## src/rtl/pcie3_intx_irq_ctrl_pkg.sv

```systemverilog
// Shared types and helpers for the PCIe3 legacy INTx interrupt controller.
// Holds the FSM state enum, the pin encodings and the source-to-pin decode.
package pcie3_intx_ctrl_pkg;

   localparam int unsigned INTX_PINS = 4;

   typedef enum logic [1:0] {
      PIN_A = 2'd0,
      PIN_B = 2'd1,
      PIN_C = 2'd2,
      PIN_D = 2'd3
   } intx_pin_e;

   typedef enum logic {
      IDLE      = 1'b0,
      WAIT_SENT = 1'b1
   } intx_state_e;

   // Callers zero-extend their 2*C_NUM_SRC-bit map to 64 bits (32 sources max).
   function automatic logic [1:0] src_pin(input logic [63:0] pin_map, input int unsigned src);
      return pin_map[2*src +: 2];
   endfunction

endpackage

```

## src/rtl/pcie3_intx_irq_ctrl_if.sv

```systemverilog
// User-side cfg_interrupt INTx wirethrough to the PCIe3 hard block.
interface pcie3_intx_irq_ctrl_if;
   import pcie3_intx_ctrl_pkg::*;

   logic [INTX_PINS-1:0] m_intx_vector;
   logic                 m_sent;
   logic                 m_pending;

   modport master (output m_intx_vector, output m_pending, input m_sent);
   modport slave  (input m_intx_vector, input m_pending, output m_sent);

endinterface

```

## src/rtl/pcie3_intx_irq_ctrl_rr_pick.sv

```systemverilog
// 4-way round-robin picker: grants the first requesting pin after the last grant.
module pcie3_intx_rr_pick
   import pcie3_intx_ctrl_pkg::*;
(
   input  logic [INTX_PINS-1:0] req,
   input  logic [1:0]           last,
   output logic [INTX_PINS-1:0] grant,
   output logic [1:0]           idx
);

   logic [1:0] cand;

   // k = INTX_PINS wraps back onto the last-granted pin, so it is checked last.
   always_comb begin
      grant = '0;
      idx   = last;
      cand  = last;
      for (int unsigned k = 1; k <= INTX_PINS; k++) begin
         cand = last + 2'(k);
         if (grant == '0 && req[cand]) begin
            grant[cand] = 1'b1;
            idx         = cand;
         end
      end
   end

endmodule

```

## src/rtl/pcie3_intx_irq_ctrl.sv

```systemverilog
// Legacy INTx aggregator: maps level sources onto pins A-D and sequences one
// Assert/Deassert_INTx change per cfg_interrupt sent handshake, with timeout.
module pcie3_intx_irq_ctrl
   import pcie3_intx_ctrl_pkg::*;
#(
   parameter int unsigned              C_NUM_SRC      = 8,
   parameter logic [2*C_NUM_SRC-1:0]   C_SRC_PIN_MAP  = '0,
   parameter int unsigned              C_SENT_TIMEOUT = 1024
)(
   input  logic                 user_clk,
   input  logic                 user_reset,
   input  logic [C_NUM_SRC-1:0] src_irq,
   input  logic [C_NUM_SRC-1:0] src_mask,
   input  logic                 intx_disable,
   pcie3_intx_irq_ctrl_if.master cfg,
   output logic                 busy,
   output logic                 timeout_err,
   input  logic                 err_clr
);

   localparam int unsigned CNT_W   = $clog2(C_SENT_TIMEOUT);
   localparam logic [63:0] PIN_MAP = 64'(C_SRC_PIN_MAP);
   localparam logic [CNT_W-1:0] CNT_TERM = CNT_W'(C_SENT_TIMEOUT - 1);

   intx_state_e          state;
   logic [C_NUM_SRC-1:0] irq_q;
   logic [INTX_PINS-1:0] want;
   logic [INTX_PINS-1:0] vec;
   logic [INTX_PINS-1:0] diff;
   logic [INTX_PINS-1:0] grant;
   logic [1:0]           grant_idx;
   logic [1:0]           last;
   logic [CNT_W-1:0]     cnt;
   logic                 pending;

   always_comb begin
      want = '0;
      for (int unsigned s = 0; s < C_NUM_SRC; s++) begin
         if (irq_q[s] && !src_mask[s]) want[src_pin(PIN_MAP, s)] = 1'b1;
      end
      if (intx_disable) want = '0;
   end

   assign diff = want ^ vec;

   pcie3_intx_rr_pick u_pick (
      .req   (diff),
      .last  (last),
      .grant (grant),
      .idx   (grant_idx)
   );

   always_ff @(posedge user_clk) begin
      if (user_reset) begin
         state       <= IDLE;
         irq_q       <= '0;
         vec         <= '0;
         last        <= PIN_A;
         cnt         <= '0;
         pending     <= 1'b0;
         timeout_err <= 1'b0;
      end else begin
         irq_q   <= src_irq;
         pending <= |want;
         // A timeout set later in this block overrides the clear.
         if (err_clr) timeout_err <= 1'b0;
         case (state)
            IDLE: begin
               if (diff != '0) begin
                  vec   <= vec ^ grant;
                  last  <= grant_idx;
                  cnt   <= '0;
                  state <= WAIT_SENT;
               end
            end
            WAIT_SENT: begin
               if (cfg.m_sent) begin
                  state <= IDLE;
               end else if (cnt == CNT_TERM) begin
                  timeout_err <= 1'b1;
                  state       <= IDLE;
               end else begin
                  cnt <= cnt + 1'b1;
               end
            end
            default: state <= IDLE;
         endcase
      end
   end

   assign cfg.m_intx_vector = vec;
   assign cfg.m_pending     = pending;
   assign busy              = (state == WAIT_SENT);

endmodule

```

## src/flat_wrapper.sv

```systemverilog
// flat-port wrapper written by rule: the top's interface ports become plain ports
module pcie3_intx_irq_ctrl_flat import pcie3_intx_ctrl_pkg::*;
#(
   parameter int unsigned              C_NUM_SRC      = 8,
   parameter logic [2*C_NUM_SRC-1:0]   C_SRC_PIN_MAP  = '0,
   parameter int unsigned              C_SENT_TIMEOUT = 1024
)
  (user_clk, user_reset, src_irq, src_mask, intx_disable, busy, timeout_err, err_clr, cfg_m_intx_vector, cfg_m_pending, cfg_m_sent);
  pcie3_intx_irq_ctrl_if cfg_i ();
  input  logic user_clk;
  input  logic user_reset;
  input  logic [C_NUM_SRC-1:0] src_irq;
  input  logic [C_NUM_SRC-1:0] src_mask;
  input  logic intx_disable;
  output logic busy;
  output logic timeout_err;
  input  logic err_clr;
  output wire logic [$bits(cfg_i.m_intx_vector)-1:0] cfg_m_intx_vector;
  output wire logic [$bits(cfg_i.m_pending)-1:0] cfg_m_pending;
  input wire logic [$bits(cfg_i.m_sent)-1:0] cfg_m_sent;
  assign cfg_m_intx_vector = cfg_i.m_intx_vector;
  assign cfg_m_pending = cfg_i.m_pending;
  assign cfg_i.m_sent = cfg_m_sent;
  pcie3_intx_irq_ctrl #(.C_NUM_SRC(C_NUM_SRC), .C_SRC_PIN_MAP(C_SRC_PIN_MAP), .C_SENT_TIMEOUT(C_SENT_TIMEOUT)) u_core (.user_clk(user_clk), .user_reset(user_reset), .src_irq(src_irq), .src_mask(src_mask), .intx_disable(intx_disable), .cfg(cfg_i), .busy(busy), .timeout_err(timeout_err), .err_clr(err_clr));
endmodule
```

## config.mk

```make
export PLATFORM = sky130hd
export DESIGN_NAME = pcie3_intx_irq_ctrl_flat
export DESIGN_NICKNAME = d
export VERILOG_FILES = /design/src/rtl/pcie3_intx_irq_ctrl_pkg.sv /design/src/rtl/pcie3_intx_irq_ctrl_if.sv /design/src/rtl/pcie3_intx_irq_ctrl_rr_pick.sv /design/src/rtl/pcie3_intx_irq_ctrl.sv /design/src/flat_wrapper.sv
export SDC_FILE = /design/constraint.sdc
export NUM_CORES = 1
export LEC_CHECK = 0
export CAP_MARGIN = 25
export CORE_ASPECT_RATIO = 0.8
export CORE_MARGIN = 5
export CORE_UTILIZATION = 30
export CTS_CLUSTER_DIAMETER = 100
export CTS_CLUSTER_SIZE = 25
export DETAILED_ROUTE_END_ITERATION = 8
export PLACE_DENSITY_LB_ADDON = 0.25
export SYNTH_ARGS = -nofsm -noshare
export SYNTH_HDL_FRONTEND = slang
export SYNTH_SLANG_ARGS = --single-unit
```

## constraint.sdc

```tcl
create_clock -name user_clk -period 9.06 [get_ports user_clk]
set_input_delay 1.812 -clock user_clk [delete_from_list [all_inputs] [get_ports user_clk]]
set_output_delay 1.812 -clock user_clk [all_outputs]
set_load 0.01 [all_outputs]
```

==> flow_metrics.env <==
export IMPL_grt_pass1_vias=1805
export IMPL_fin_skew_ns=0.00297
export IMPL_root_buffer="clkbuf_8"
export IMPL_n_antenna_cell=0
export IMPL_die_h_um=85.6
export IMPL_gp_congestion=0.885
export IMPL_synth_seq_cells=27
export IMPL_synthArstFlopShare=0
export IMPL_ir_worst_vdd_v=0.0000516
export IMPL_yosys_warnings=0
export IMPL_post_cts_buffers=0
export IMPL_numCtsBuffers=3
export IMPL_outcome="complete, no violations"
export IMPL_grt_first_pass_wirelength_mm=9.58
export IMPL_wirelength_mm=5.67
export IMPL_syn_avg_cell_area_um2=8.60
export IMPL_maxCapViolCount=0
export IMPL_wl_met2_mm=2.38
export IMPL_drt_met1_wl_mm=2.96
export IMPL_grt_usage=0.128
export IMPL_crit_type="in2reg"
export IMPL_final_period_utilization=0.529
export IMPL_worst_pin_slew_ns=0.761
export IMPL_power_total_mw=0.252
export IMPL_worstSkewPairLatency_ns=0.27
export IMPL_die_area_um2=8940
export IMPL_synth_most_common_cell="dfxtp_1"
export IMPL_rows=27
export IMPL_worst_setup_path_end_kind="flip-flop"
export IMPL_fillers=699
export IMPL_rsz0062_at_grt="false"
export IMPL_fin_nets=300
export IMPL_netlist_top_cells_area="dfxtp_1 (25%), ha_1 (5.3%), nor2b_1 (3.8%), nor2_1 (3.7%), nor3_1 (3.5%)"
export IMPL_grt_remaining_overflow=0
export IMPL_hold_buffers=0
export IMPL_vias=1963
export IMPL_synth_seq_area_share=0.252
export IMPL_pin_count=28
export IMPL_final_setup_viol_count=0
export IMPL_netlist_area_um2=2140
export IMPL_synth_cell_types=69
export IMPL_drive_above_1_share=0.112
export IMPL_max_freq_mhz=209
export IMPL_required_ns=9.23
export IMPL_fin_ws_ns=4.27
export IMPL_min_path_type="reg2reg"
export IMPL_dr_first_iter_drc_count=185
export IMPL_area_growth_pct=17.3
export IMPL_dp_hpwl_mm=4.25
export IMPL_cts_buffer_depth=2
export IMPL_met3_length_um=287
export IMPL_die_w_um=104
export IMPL_powerDensity_nw_per_um2=100
export IMPL_drc_errors=0
export IMPL_synth_edf_count=0
export IMPL_fin_cells=356
export IMPL_netlist_area_leader_share=0.252
export IMPL_numClockSinks=27
export IMPL_cts_tree="built"
export IMPL_htree_levels=1
export IMPL_start_util=0.309
export IMPL_cts_resized=0
export IMPL_grt_max_degree=32
export IMPL_place_inst=352
export IMPL_io_buffers=27
export IMPL_coreArea_um2=6930
export IMPL_highest_layer="met4"
export IMPL_relSlewSlack=0.493
export IMPL_clk_pin_slew_worst_paths_ns=0.09
export IMPL_yosys_area_top_type="dfxtp_1"
export IMPL_synth_main_ff_cell="dfxtp_1"
export IMPL_setup_tns_ns=0
export IMPL_finalHoldViolations=0
export IMPL_place_worst_setup_slack_ns=4.01
export IMPL_yosys_top_cells_count="dfxtp_1 (27), nor2_1 (21), nor3_1 (15)"
export IMPL_routedWlPerCell_um=15.9
export IMPL_firstDrtPassIters=4
export IMPL_worstPathArrival_ns=4.96
export IMPL_synth_cells=249
export IMPL_cp_max_fo=9
export IMPL_syn_nets=279
export IMPL_antenna_found_initial=0
export IMPL_ant_nets=0
export IMPL_p_leak_nw=0.878
export IMPL_vias_per_cell=5.51
export IMPL_drv_slew=0
export IMPL_critPathLaunchType="input pin"
export IMPL_period_minus_slack_ns=4.79
report_power, final:
part           total, mW  internal, mW  switching, mW
Combinational     0.0547        0.0257         0.0289
Sequential         0.128         0.123        0.00532
Clock             0.0696        0.0316         0.0380
Total              0.252         0.180         0.0723
critical path, stage by stage:
cell and delay [ns]:
clkdlybuf4s50_1 0.54, and2_4 0.23, mux4_2 0.53, a311o_1 0.44, a32o_1 0.32, a21o_1 0.20, or2_1 0.26, o31ai_2 0.26
mux2_1 0.35
sequential cells by signal, indices dropped and copies added (netlist names):
signal,flops
u_core.busy,1
u_core.cfg.m_intx_vector,4
u_core.cfg.m_pending,1
u_core.cnt,10
u_core.irq_q,8
u_core.last,2
u_core.timeout_err,1
metrics by stage:
stage | util | hold slack [ns] | area, µm²
2_1_floorplan | - | 0.479 | 2140
3_3_place_gp | 0.356 | 0.480 | 2470
3_5_place_dp | 0.356 | 0.494 | 2470
4_1_cts | 0.363 | 0.532 | 2510
5_1_grt | 0.363 | 0.555 | 2510
6_report | 0.363 | 0.518 | 2510
worst paths after layout:
path / startpoint / to / slack, ns / cells after the start
worst max-delay path: intx_disable / u_core.cfg.m_intx_vector[1] / 4.27 / 9
worst min-delay path: u_core.timeout_err / u_core.timeout_err / 0.52 / 2
worst max register to register: u_core.last[0] / u_core.cfg.m_intx_vector[1] / 5.06 / 11
worst min register to register: u_core.timeout_err / u_core.timeout_err / 0.52 / 2
final cells by class:
| type | instances | area, µm² | area share |
|---|---|---|---|
| inverters | 10 | 37.5 | 0.0149 |
| repair buffers | 28 | 278 | 0.111 |
| clock buffers | 4 | 45.0 | 0.0179 |
| multi-input cells | 200 | 1500 | 0.598 |
| flip-flops and latches | 27 | 541 | 0.215 |
| well taps | 87 | 109 | 0.0433 |
placed cells by master (no fill, tap or decap), drive strengths merged, types with 2 or more instances in the layout:
master	n
xnor2	2
and2	3
or3	4
o2111a	3
nor3	17
o31a	2
nor2	21
a31o	2
nor4	4
o41ai	2
and3	6
o211ai	2
o311ai	3
mux2	4
a21boi	2
inv	9
nand4	7
o31ai	6
a2bb2oi	3
o21ai	7
mux4	3
or2	2
clkbuf	4
ha	9
a211oi	3
clkdlybuf4s50	27
nand3	10
nor2b	13
xor2	6
nand2	12
o2111ai	3
nand2b	9
dfxtp	27
a21oi	11
mux2i	4
kinds of logic (layout without fill, tap and decap cells):
kind of cell / count (synthesis) / after routing / share of synthesized area
muxes: 11 / 11 / 0.0730
xor gates and xnor gates: 8 / 8 / 0.0327
adders and majority gates: 9 / 9 / 0.0526
buffers and inverters: 22 / 42 / 0.0456
and+or+nand+nor: 113 / 113 / 0.296
AOI/OAI and AO/OA: 59 / 59 / 0.248
DFF: 27 / 27 / 0.252
metal layers:
| layer | up-vias | GRT usage |
|---|---|---|
| met1 | 931 | 0.204 |
| met5 | - | 0 |
| met2 | 51 | 0.176 |
| met3 | 5 | 0.0233 |
| met4 | 0 | 0.0235 |
| li1 | 976 | - |
Note: power is estimated with default switching activity, not from simulation.
